`src/rtl/mem_arbiter.sv`:
```
// Two-initiator (instruction fetch / load-store) arbiter onto one physical memory port.
// Optional build macro ARB_ROUND_ROBIN_EN replaces fixed D-over-I priority with alternating priority.
module mem_arbiter #(
    parameter int ADDR_WIDTH = 32,
    parameter int DATA_WIDTH = 32
) (
    input  logic                    clk,
    input  logic                    rst,
    input  logic                    i_read,
    input  logic [ADDR_WIDTH-1:0]   i_address,
    output logic [DATA_WIDTH-1:0]   i_rdata,
    output logic                    i_resp,
    input  logic                    d_read,
    input  logic                    d_write,
    input  logic [ADDR_WIDTH-1:0]   d_address,
    input  logic [DATA_WIDTH-1:0]   d_wdata,
    input  logic [DATA_WIDTH/8-1:0] d_mbe,
    output logic [DATA_WIDTH-1:0]   d_rdata,
    output logic                    d_resp,
    output logic                    pmem_read,
    output logic                    pmem_write,
    output logic [ADDR_WIDTH-1:0]   pmem_address,
    output logic [DATA_WIDTH-1:0]   pmem_wdata,
    output logic [DATA_WIDTH/8-1:0] pmem_mbe,
    input  logic [DATA_WIDTH-1:0]   pmem_rdata,
    input  logic                    pmem_resp
);

    localparam int MBE_WIDTH = DATA_WIDTH / 8;

    localparam logic [2:0] IDLE   = 3'd0;
    localparam logic [2:0] BUSY_I = 3'd1;
    localparam logic [2:0] BUSY_D = 3'd2;
    localparam logic [2:0] DONE_I = 3'd3;
    localparam logic [2:0] DONE_D = 3'd4;

    logic [2:0]            state;
    logic [ADDR_WIDTH-1:0] addr_q;
    logic [DATA_WIDTH-1:0] wdata_q;
    logic [DATA_WIDTH-1:0] rdata_q;
    logic [MBE_WIDTH-1:0]  mbe_q;
    logic                  write_q;
    logic                  d_req;
    logic                  grant_d;
    logic                  busy;

    assign d_req = d_read | d_write;

`ifdef ARB_ROUND_ROBIN_EN
    // 1 = D was served last. Resetting to D lets I win the first tie after reset.
    logic last_grant;

    always_comb begin
        grant_d = d_req && (!i_read || !last_grant);
    end

    always_ff @(posedge clk) begin
        if (rst) begin
            last_grant <= 1'b1;
        end else if (state == IDLE) begin
            if (grant_d) begin
                last_grant <= 1'b1;
            end else if (i_read) begin
                last_grant <= 1'b0;
            end
        end
    end
`else
    always_comb begin
        grant_d = d_req;
    end
`endif

    always_ff @(posedge clk) begin
        if (rst) begin
            state   <= IDLE;
            addr_q  <= '0;
            wdata_q <= '0;
            rdata_q <= '0;
            mbe_q   <= '0;
            write_q <= 1'b0;
        end else begin
            case (state)
                IDLE: begin
                    // A simultaneous read+write from D is latched as a write.
                    if (grant_d) begin
                        addr_q  <= d_address;
                        wdata_q <= d_wdata;
                        mbe_q   <= d_mbe;
                        write_q <= d_write;
                        state   <= BUSY_D;
                    end else if (i_read) begin
                        addr_q  <= i_address;
                        write_q <= 1'b0;
                        state   <= BUSY_I;
                    end
                end
                BUSY_I: begin
                    if (pmem_resp) begin
                        rdata_q <= pmem_rdata;
                        state   <= DONE_I;
                    end
                end
                BUSY_D: begin
                    if (pmem_resp) begin
                        rdata_q <= write_q ? '0 : pmem_rdata;
                        state   <= DONE_D;
                    end
                end
                DONE_I, DONE_D: begin
                    rdata_q <= '0;
                    state   <= IDLE;
                end
                default: begin
                    state <= IDLE;
                end
            endcase
        end
    end

    // pmem side is decoded purely from state and latched registers.
    assign busy         = (state == BUSY_I) || (state == BUSY_D);
    assign pmem_read    = (state == BUSY_I) || ((state == BUSY_D) && !write_q);
    assign pmem_write   = (state == BUSY_D) && write_q;
    assign pmem_address = addr_q;
    assign pmem_wdata   = wdata_q;
    assign pmem_mbe     = busy ? (pmem_write ? mbe_q : '1) : '0;

    assign i_resp  = (state == DONE_I);
    assign d_resp  = (state == DONE_D);
    assign i_rdata = i_resp ? rdata_q : '0;
    assign d_rdata = d_resp ? rdata_q : '0;

endmodule
```
`config.mk`:
```
export PLATFORM = sky130hd
export DESIGN_NAME = mem_arbiter
export DESIGN_NICKNAME = d
export VERILOG_FILES = /design/src/rtl/mem_arbiter.sv
export SDC_FILE = /design/constraint.sdc
export NUM_CORES = 1
export LEC_CHECK = 0
export CAP_MARGIN = 20
export CORE_ASPECT_RATIO = 0.9
export CORE_MARGIN = 4
export CORE_UTILIZATION = 35
export CTS_CLUSTER_SIZE = 16
export DETAILED_ROUTE_END_ITERATION = 8
export PLACE_DENSITY = 0.74
export SLEW_MARGIN = 10
export SYNTH_ARGS = -nofsm -noshare
export SYNTH_HDL_FRONTEND = slang
export SYNTH_SLANG_ARGS = --single-unit
```
`constraint.sdc`:
```
create_clock -name clk -period 3.2 [get_ports clk]
set_clock_uncertainty 0.05 [all_clocks]
set_input_delay 0.64 -clock clk [delete_from_list [all_inputs] [get_ports clk]]
set_output_delay 0.64 -clock clk [all_outputs]
set_load 0.03 [all_outputs]
```
======== Word level (Yosys, flattened, before mapping) ========
Cells that the tools add are included.
cells by class
  add/subtract/negate cells ............... 0
  divide/modulo/power cells ............... 0
  $lt $le $gt $ge ......................... 0
  reductions and logical operators ........ 13
  multiplexer cells ....................... 17
  shift operators ......................... 0
  equal/unequal tests ..................... 7
  bitwise operators ....................... 1
  multipliers ............................. 0
operators with widths
  kind                                           number
  two-way mux 32 bit                             7
  one-hot mux 32 bit (3 select lines)            1
  two-way mux 3 bit                              4
  one-hot mux 3 bit (3 select lines)             1
  two-way mux 4 bit                              2
  == test 3 x 2 -> 1 bit, second input constant  2
  AND reduction 3 bit                            2
  != test 2 bit, second input constant           2
  AND reduction 2 bit                            2
  == test 3 x 1 -> 1 bit, second input constant  1
  == test 3 bit, second input constant           1
  logical NOT 3 bit                              1
  != test 3 bit, second input constant           1
  nonzero test 3 bit                             1
  logical AND 1 bit                              2
  logical OR 1 bit                               2
  two-way mux 1 bit                              2
  nonzero test 2 bit                             1
  OR reduction 2 bit                             1
  logical NOT 1 bit                              1
  bitwise OR 1 bit                               1
storage, ports and cells
  bits in registers ....................... 104
  logic and storage cells ................. 44
  memory bits (writable) .................. 0
  output and inout bits ................... 136
  memories kept ........................... 0
  bits in latches ......................... 0
  bits of input ports ..................... 138
  ROM bits ................................ 0

======== Depth between registers and ports, before layout ========
  depth in word-level cells ............... 4
  gate-level depth with buffers ........... 7
  gate-level depth less buffers ........... 4

======== Least setup slack after synthesis ========
OpenSTA, ideal clock, no wires.
  path type ............................... register to output
  start ................................... register state[1]
  end ..................................... output i_rdata[22]
  slack ................................... 894 ps
  stages on the path, launching flop included .. 7
  buffers on the path ..................... 3
  data arrival time ....................... 1616 ps
  required time ........................... 2510 ps
  path through ............................ dfxtp_1 > buf_6 > nand2b_1 > clkbuf_1 > nor2_1 > clkbuf_1 > and2_1
on the way
  word-level cells in the longest chain between the ends .. 2
ends and longest elaborated chain
  item                      line  source
  start: declaration        37    logic [2:0] state;
  start signal: assignment  76    state <= IDLE;
  start signal: assignment  91    state <= BUSY_D;
  start signal: assignment  95    state <= BUSY_I;
  == test 3 x 2 -> 1 bit    129   assign i_resp = (state == DONE_I);
  via i_resp                12    output logic i_resp,
  two-way mux 32 bit        131   assign i_rdata = i_resp ? rdata_q : '0;
  end: declaration          11    output logic [DATA_WIDTH-1:0] i_rdata,
The timed path passes the listed nets, and every way through them passes these cells.

======== Worst setup path in the final report ========
  start ................................... register state[1]
  end ..................................... output pmem_mbe[0]
on the way
  word-level cells in the longest chain between the ends .. 4
  elaborated cells on any way between the ends .. 6
  classes of those cells .................. eq/ne (2); mux (2); reduce/logical (2)
ends and longest elaborated chain
  item                    line      source
  == test 3 x 2 -> 1 bit  122, 124
  logical AND 1 bit       124       assign pmem_write = (state == BUSY_D) && write_q;
  two-way mux 4 bit       127       assign pmem_mbe = busy ? (pmem_write ? mbe_q : '1) : '0;
  two-way mux 4 bit *     127
  end: declaration        24        output logic [DATA_WIDTH/8-1:0] pmem_mbe,
Every way passes the cells marked *; elsewhere a longest branch is shown, timed or not.

==> results.yml <==
power:
  clkPwrFrac: 0.311
  p_comb_frac: 0.287
  p_sw_frac: 0.311
  p_switching_mw: 1.15
  power.density_nw_per_um2: 461
  power_frac_seq: 0.402
  leakagePower_nw: 3.15
  peakVddDrop_v: 0.000350
  p_int_mw: 2.55
route:
  num_vias: 5281
  drt_drc_violations_left: 0
  drt-vias-per-instance: 5.07
  wl_per_cell_um: 16.7
  first_pass_iters: 4
  drtIter0Drc: 231
  totalWireLength_um: 17400
  postRouteAntennaNets: 0
setup_path:
  cp.required_ps: 2510
  arrival_ps: 2140
  worstSetupEndpointType: "primary output"
  r2r-start: "state[2]"
  start_kind: "register"
  cp_max_fo: 9
  crit_path_start: "state[1]"
  critPathKind: "register to primary output"
timing:
  finalCritPeriodShare: 0.885
  setup_viol_count_final: 0
  finalCriticalPeriod_ps: 2830
  tns_ps: 0
  rsz0062_at_grt: "false"
  drv_slew: 0
  hold_violations: 0
  timing.hold.ws_ps: 420
  worst_pin_slew_ps: 806
  relSlewSlack: 0.463
  fmax_mhz: 353
synth:
  synth_ff_type: "dfxtp_1"
  yosysUniqueCellTypes: 29
  postSynthNetCount: 750
  synthCells: 612
  synth_edf_count: 0
  synth_common_cells: "dfxtp_1 (104), nand2_1 (99), a21oi_1 (75)"
  yosysWarnings: 0
  yosys.area.top_type: "dfxtp_1"
  synth-seq-cells: 104
  yosysMostFrequentCell: "dfxtp_1"
  syn_area_per_cell_um2: 8.15
  ys_seq_area_frac: 0.417
  mappedNetlistArea_um2: 4990
  synth_area_leaders: "dfxtp_1 (42%), and2_1 (8.0%), a21oi_1 (7.5%)"
  synth.top_cell.area_share: 0.417
  synthArstFlopShare: 0
clock_tree:
  post_cts_buffers: 0
  clock_latency_ps: 340
  hold_buffers: 0
  cts_resized: 0
  cts.sinks: 104
  clockRootBuffer: "clkbuf_16"
  clk_path_buf_depth: 2
  h-tree-depth: 3
  cts_tree: "built"
  cts_inserted_buffers: 9
  clk_pin_slew_worst_paths_ps: 70
floorplan:
  rows: 41
  initial_utilization: 0.356
  num_io_pins: 274
  die_h_um: 121
  core_region_area_um2: 14000
  die_area_um2: 16200
  die_w_um: 134
finish:
  antenna_cells: 0
  fin_nets: 982
  syn_to_final_growth_pct: 61.4
  fin_util: 0.575
  nFillCells: 1338
  regArea_um2: 2080
  multi_input_area_um2: 2570
  drive_above_1_share: 0.0919
grt:
  grt-ovfl-total: 0
  grt_pass1_vias: 5071
  grt_first_pass_wirelength_um: 27100
  grt_max_degree: 72
  grt_util_all_layers: 0.207
  antenna_found_initial: 1
hold_path:
  min_path_type: "register to register"
  min_from: "rdata_q[9]"
placement:
  place_hpwl_um: 12100
  gp_congestion: 0.771
  io_buffers: 273
run:
  cap_viol_max_count: 0
run_status:
  status: "completed"
==> state kept, by name (all words and copies together), names as in the netlist <==
| name | count |
|---|---|
| pmem_address | 32 |
| pmem_wdata | 32 |
| rdata_q | 32 |
| mbe_q | 4 |
| state | 3 |
| write_q | 1 |
==> metrics by stage <==
step	cell area [um2]	setup WS [ps]	power, mW	cells
CTS	8050	349	3.75	1042
global placement	7730	772	2.58	1026
floorplan	4990	894	2.10	612
finish	8050	369	3.71	1042
detailed placement	7730	725	2.59	1026
global route	8050	199	3.88	1042
==> cell families (layout without fill, tap and decap cells) <==
family / count (synthesis) / in the layout / synth area share
adders and majority gates: 1 / 1 / 0.00226
AOI/OAI and AO/OA: 182 / 182 / 0.234
buffers and inverters: 76 / 313 / 0.0702
DFF: 104 / 104 / 0.417
and+or+nand+nor: 217 / 217 / 0.212
muxes: 32 / 32 / 0.0642
==> power groups by stage <==
stage	sequential [mW]	combinational, mW	clock, mW
final	1.49	1.06	1.15
after global routing	1.51	1.14	1.24
after CTS	1.49	1.07	1.19
after detailed placement	1.52	1.07	0
after global placement	1.51	1.06	0
after floorplan	1.67	0.424	0
==> cell usage in the layout (no fill, tap or decap), types with 9 or more instances in the layout <==
master	Yosys	routed
nand2_1	99	99
a311oi_1	32	32
dfxtp_1	104	104
clkdlybuf4s50_1	0	239
and2_1	64	64
o2111ai_1	32	32
mux2i_1	32	32
a21oi_1	75	75
o21ai_0	35	35
nand3_1	36	36
buf_4	0	50
clkbuf_16	0	9
==> area by class of cell <==
type | count | area share
inverter | 5 | 0.00295
tap | 193 | 0.0300
multi-input combinational | 432 | 0.320
sequential | 104 | 0.259
clock buffer | 11 | 0.0314
timing repair buffer | 292 | 0.349
clock inverter | 5 | 0.00793
==> layer usage <==
layer | vias up | wire [um] | global-route usage
met5 | - | 20 | 0
met4 | 2 | 278 | 0.0443
met3 | 20 | 2000 | 0.102
met2 | 215 | 7850 | 0.333
met1 | 2404 | 7300 | 0.252
li1 | 2640 | - | -
==> critical path: stages, from the launching register on <==
cell             delay (ps)
dfxtp_1                 330
buf_4                   170
nor2b_1                 280
o21ai_0                 140
a21oi_1                 170
clkdlybuf4s50_1         710
==> path summary, 6_finish.rpt <==
path	endpoint	slack, ps	depth (start not counted)
min reg2reg	rdata_q[9]	420	2
max reg2reg	pmem_address[27]	1210	5
max	pmem_mbe[0]	370	5
min	rdata_q[9]	420	2
(Power assumes the default switching activity.)
